==> src/rtl/booth_radix4_seq_mult.sv <==
// Sequential radix-4 Booth multiplier: one Booth digit per clock, signed N x N -> 2N.
// Define BOOTH_ZERO_SKIP_EN to finish early once the remaining multiplier bits are all sign.
module booth_radix4_seq_mult #(
    parameter int N = 24
) (
    input  logic           clk,
    input  logic           rst,
    input  logic           in_valid,
    output logic           in_ready,
    input  logic [N-1:0]   multiplicand,
    input  logic [N-1:0]   multiplier,
    output logic           out_valid,
    input  logic           out_ready,
    output logic [2*N-1:0] product,
    output logic           busy
);

    localparam int G  = N / 2;
    localparam int CW = $clog2(G + 1);
    localparam logic [CW-1:0] LAST = CW'(G - 1);

    typedef enum logic [1:0] {
        IDLE,
        RUN,
        DONE
    } state_t;

    state_t           state_q, state_d;
    logic [N-1:0]     a_q, a_d;
    logic [N:0]       b_q, b_d;
    logic [2*N-1:0]   acc_q, acc_d;
    logic [CW-1:0]    cnt_q, cnt_d;

    logic [2*N-1:0]   a_ext;
    logic [2*N-1:0]   pp;
    logic [2*N-1:0]   pp_sh;
    logic [2:0]       grp;
    logic             skip;

    // b_q holds {B, b[-1]}, so bit 2*cnt is the low bit of the current group
    always_comb begin
        a_ext = {{N{a_q[N-1]}}, a_q};
        grp   = 3'(b_q >> {cnt_q, 1'b0});
        case (grp)
            3'b000, 3'b111: pp = '0;
            3'b001, 3'b010: pp = a_ext;
            3'b011:         pp = a_ext << 1;
            3'b100:         pp = -(a_ext << 1);
            default:        pp = -a_ext;
        endcase
        pp_sh = pp << {cnt_q, 1'b0};
    end

`ifdef BOOTH_ZERO_SKIP_EN
    logic [N:0] hi;

    // arithmetic shift leaves only b[N-1:2cnt-1]; all-0 or all-1 adds nothing more
    always_comb begin
        hi   = $signed(b_q) >>> {cnt_q, 1'b0};
        skip = (hi == '0) || (&hi);
    end
`else
    always_comb begin
        skip = 1'b0;
    end
`endif

    always_comb begin
        state_d = state_q;
        a_d     = a_q;
        b_d     = b_q;
        acc_d   = acc_q;
        cnt_d   = cnt_q;
        case (state_q)
            IDLE: begin
                if (in_valid) begin
                    a_d     = multiplicand;
                    b_d     = {multiplier, 1'b0};
                    acc_d   = '0;
                    cnt_d   = '0;
                    state_d = RUN;
                end
            end
            RUN: begin
                if (skip) begin
                    state_d = DONE;
                end else begin
                    acc_d = acc_q + pp_sh;
                    cnt_d = cnt_q + 1'b1;
                    if (cnt_q == LAST) begin
                        state_d = DONE;
                    end
                end
            end
            DONE: begin
                if (out_ready) begin
                    state_d = IDLE;
                end
            end
            default: state_d = IDLE;
        endcase
    end

    always_ff @(posedge clk) begin
        if (rst) begin
            state_q <= IDLE;
            a_q     <= '0;
            b_q     <= '0;
            acc_q   <= '0;
            cnt_q   <= '0;
        end else begin
            state_q <= state_d;
            a_q     <= a_d;
            b_q     <= b_d;
            acc_q   <= acc_d;
            cnt_q   <= cnt_d;
        end
    end

    assign in_ready  = (state_q == IDLE);
    assign out_valid = (state_q == DONE);
    assign busy      = (state_q != IDLE);
    assign product   = (state_q == DONE) ? acc_q : '0;

endmodule

==> config.mk <==
export PLATFORM = sky130hd
export DESIGN_NAME = booth_radix4_seq_mult
export DESIGN_NICKNAME = d
export VERILOG_FILES = /design/src/rtl/booth_radix4_seq_mult.sv
export SDC_FILE = /design/constraint.sdc
export NUM_CORES = 1
export LEC_CHECK = 0
export ABC_AREA = 1
export CAP_MARGIN = 20
export CORE_MARGIN = 1.5
export CORE_UTILIZATION = 24
export DETAILED_ROUTE_END_ITERATION = 10
export DONT_BUFFER_PORTS = 1
export GPL_TIMING_DRIVEN = 1
export PLACE_DENSITY = 0.43
export SETUP_SLACK_MARGIN = 0.2
export SLEW_MARGIN = 20
export SYNTH_ARGS = -nofsm -noshare
export SYNTH_HDL_FRONTEND = slang
export SYNTH_SLANG_ARGS = --single-unit
==> constraint.sdc <==
create_clock -name clk -period 8.8 [get_ports clk]
set_clock_uncertainty 0.2 [all_clocks]
set_input_delay 2.2 -clock clk [delete_from_list [all_inputs] [get_ports clk]]
set_output_delay 2.2 -clock clk [all_outputs]
set_load 0.02 [all_outputs]
==> out/summary.log <==
INFO  outcome        outcome=finished clean
INFO  critical_path  worstPathRequired=8.95ns
INFO  power          worst_ir_drop_vdd=89.8uV
INFO  timing         timing.final.max_slew_violations=0
INFO  yosys          yosys-top-cells-count=sky130_fd_sc_hd__nand2_1, sky130_fd_sc_hd__nand3_1, sky130_fd_sc_hd__nor2_1
INFO  timing         timing.fmax=137MHz
INFO  floorplan      die_w=210um
INFO  route          count_of_nets_left_with_antenna_violations_after_detail_routing=0
INFO  yosys          synth_async_sr_flop_share=0%
INFO  clocking       cts_max_level=3
INFO  route          detailedRoute.firstPassIterationCount=6
INFO  critical_path  crit-reg2reg-launch=cnt_q[0]
INFO  critical_path  crit_path_start=cnt_q[0]
INFO  placed_design  post-dp-hpwl=31700um
INFO  clocking       cts-root-to-sink-buffers=2
INFO  floorplan      dieArea=44100um2
INFO  yosys          syn_avg_cell_area=5.62um2
INFO  clocking       clock_buffer_count_from_cts=9
INFO  hold_path      worst_min_delay_path_startpoint=b_q[15]
INFO  yosys          synth.yosys.warnings=0
INFO  timing         fin_worst_hold_slack=0.260ns
INFO  timing         worst-slew-pin-transition=0.937ns
INFO  yosys          synth_cell_types=46
INFO  yosys          synth_top_area_cell=sky130_fd_sc_hd__dfxtp_1
INFO  clocking       postCtsSetupRepairBufs=0
INFO  finish         final_design_area_no_fill=11000um2
INFO  timing         final_period_minus_worst_setup_slack=7.31ns
INFO  clocking       cts.root.buffer_cell=sky130_fd_sc_hd__clkbuf_16
INFO  floorplan      chipHeight=210um
INFO  yosys          post_synth_main_area_contributors=sky130_fd_sc_hd__dfxtp_1, sky130_fd_sc_hd__nand2_1, sky130_fd_sc_hd__nand3_1
INFO  route          wirelength=40400um
INFO  timing         setup_viol=0
INFO  route          dr_total_vias=11600
INFO  critical_path  cp.arrival=7.46ns
INFO  yosys          synth_edf_count=0
INFO  critical_path  ff2ff_path_depth=27
INFO  timing         min_period_over_period=83.1%
INFO  yosys          synth.ff_latch_count=102
INFO  placed_design  postPlaceCellArea=10600um2
INFO  finish         n_fill_cell=4887
INFO  critical_path  nature_of_the_critical_path_startpoint=flop
INFO  critical_path  reg2reg_to=acc_q[45]
INFO  hold_path      min_delay_worst_endpoint=b_q[15]
INFO  global_route   number_of_global_route_vias_before_repair=11100
INFO  floorplan      io_pins=103
INFO  critical_path  worstPathMaxFanout=50
INFO  power          leakagePower=4.74nW
INFO  clocking       postCtsResizedCells=0
INFO  power          report.power.total=0.00181W
INFO  finish         area_growth=6.90%
INFO  route          remaining_drc_errors=0
INFO  placed_design  portBuffers=0
INFO  critical_path  crit_path_end_kind=flop
INFO  clocking       worst_skew_pair.late_latency=0.41ns
INFO  yosys          synth_ff_type=sky130_fd_sc_hd__dfxtp_1
INFO  clocking       cts.sink_count=102
INFO  global_route   grt_antenna_before_repair=0
INFO  power          power.density=164nW/um2
INFO  route          top_layer_used=met4
INFO  hold_path      min-delay-path-class=flop to flop
INFO  finish         design.final.nets=1869
INFO  clocking       clock_tree_from_tritoncts=done
INFO  placed_design  finalWeightedCongestion=0.914
INFO  clocking       worst_setup_hold_path_clk_slew=0.08ns
INFO  yosys          synth_sequential_area_ratio=19.9%
INFO  critical_path  regToRegSetupSlack=1.49ns
INFO  yosys          synthesis.area=10300um2
INFO  floorplan      initial_utilization=24.4%
INFO  floorplan      core_region_area=42100um2
INFO  timing         hold_viol_final=0
INFO  global_route   first_pass_grt_wire_length=63300um
INFO  yosys          yosysTopAreaCellShare=19.9%
INFO  yosys          post-synth-top-count-cell=sky130_fd_sc_hd__nand2_1
INFO  floorplan      rows=75
INFO  global_route   grt_max_degree=82
INFO  route          detail_route.vias_per_cell=5.01
INFO  global_route   grt.overflow.total=0
INFO  timing         max-slew-margin-rel=37.5%
INFO  timing         setup_total_negative_slack=0ns
INFO  route          wl_met1=19800um
INFO  yosys          synth_cells=1829
INFO  yosys          syn_nets=1932
INFO  timing         grt_setup_unrepaired=no
INFO  hold_path      min_path_cells=2
INFO  flow_run       max_capacitance_violation_count=0
INFO  route          met2WireLength=18300um
INFO  route          route.detailed.wl_per_inst=17.5um
INFO  route          drt_first_iter_violations=855
INFO  finish         drive_gt1_share=3.11%
INFO  global_route   groute.usage.overall=18.5%
INFO  critical_path  path_class=flop to flop
INFO  route          met3_length=1580um
INFO  clocking       cts_hold_buffers=0
## metal layers
metal	vias up	GRT usage, %
met5	-	0
met4	0	5.66
met3	41	2.89
met2	254	29.9
met1	5313	25.2
li1	5974	-
## sequential cells by signal, indices dropped and copies added, names as in the netlist
register	flops
cnt_q	4
a_q	24
b_q	24
state_q	2
acc_q	48
## worst max path at each step
stage | end | slack (ns)
floorplan | acc_q[27] | 4.79
global placement | acc_q[45] | 1.60
detailed placement | acc_q[45] | 1.68
CTS | acc_q[45] | 1.64
global route | acc_q[37] | 0.80
finish | acc_q[45] | 1.49
## cells by family (layout without fill, tap and decap cells)
group           after synthesis  after routing  synth area share (%)
compound gates              356            356                  18.3
xor+xnor                     10             10                 0.852
fa+ha+maj                    51             51                  6.28
buf+inv                     288            230                  11.3
flops                       102            102                  19.9
other cells                   0              1                     0
simple gates               1022           1022                  43.4
## power breakdown
part	internal (W)	switching (W)	total (W)	leakage [nW]
clock	0.000233	0.000222	0.000456	0.152
sequential	0.000501	0.0000506	0.000552	0.837
combinational	0.000240	0.000560	0.000800	3.75
## critical path, cell delays in order (launching register included)
cell and delay [ns]:
sky130_fd_sc_hd__dfxtp_2 0.95, sky130_fd_sc_hd__inv_2 0.56, sky130_fd_sc_hd__o211ai_1 0.33, sky130_fd_sc_hd__nand2_1 0.10
sky130_fd_sc_hd__nand2_1 0.06, sky130_fd_sc_hd__nand2_1 0.06, sky130_fd_sc_hd__nand2_2 0.50, sky130_fd_sc_hd__inv_4 0.32
sky130_fd_sc_hd__nor2_4 0.43, sky130_fd_sc_hd__nand2_1 0.10, sky130_fd_sc_hd__nand2_1 0.07, sky130_fd_sc_hd__inv_1 0.05
sky130_fd_sc_hd__nand4_1 0.06, sky130_fd_sc_hd__o21ai_0 0.19, sky130_fd_sc_hd__nor4_1 0.29, sky130_fd_sc_hd__ha_1 0.28
sky130_fd_sc_hd__nand3_1 0.10, sky130_fd_sc_hd__nand2_1 0.23, sky130_fd_sc_hd__a21oi_1 0.12, sky130_fd_sc_hd__o21ai_0 0.60
sky130_fd_sc_hd__a21oi_1 0.30, sky130_fd_sc_hd__o21ai_0 0.57, sky130_fd_sc_hd__nand2_1 0.11, sky130_fd_sc_hd__nand2_1 0.21
sky130_fd_sc_hd__nand3b_1 0.14, sky130_fd_sc_hd__nand3_1 0.09, sky130_fd_sc_hd__nand3_1 0.08, sky130_fd_sc_hd__a21oi_1 0.13
## layout by cell type, fill, tap and decap left out, drive strengths merged, types with 8 or more instances in the layout
cell      n
dfxtp   102
nor3     16
ha       50
clkbuf   10
nand3   249
o21ai   131
o21bai    8
or2      11
o21a      8
buf      10
nand2   460
nand3b    9
inv     206
nand4    59
a21oi   184
nor2    209
## layout make-up
cell class	instances	area [um2]	area share, %
clock inverters	6	75.1	0.683
diodes	1	2.50	0.0228
clock buffers	10	239	2.17
well taps	539	674	6.14
repair buffers	10	95.1	0.865
inverters	204	768	6.99
flip-flops and latches	102	2040	18.6
multi-input cells	1439	7090	64.5
## through the flow
stage / setup WS, ns / util, % / cells
2_1_floorplan: 4.79 / - / 1829
3_3_place_gp: 1.60 / 25.3 / 2293
3_5_place_dp: 1.68 / 25.3 / 2293
4_1_cts: 1.64 / 26.0 / 2309
5_1_grt: 0.804 / 26.1 / 2310
6_report: 1.49 / 26.1 / 2311
No activity file was read; power rests on OpenSTA's default activity.
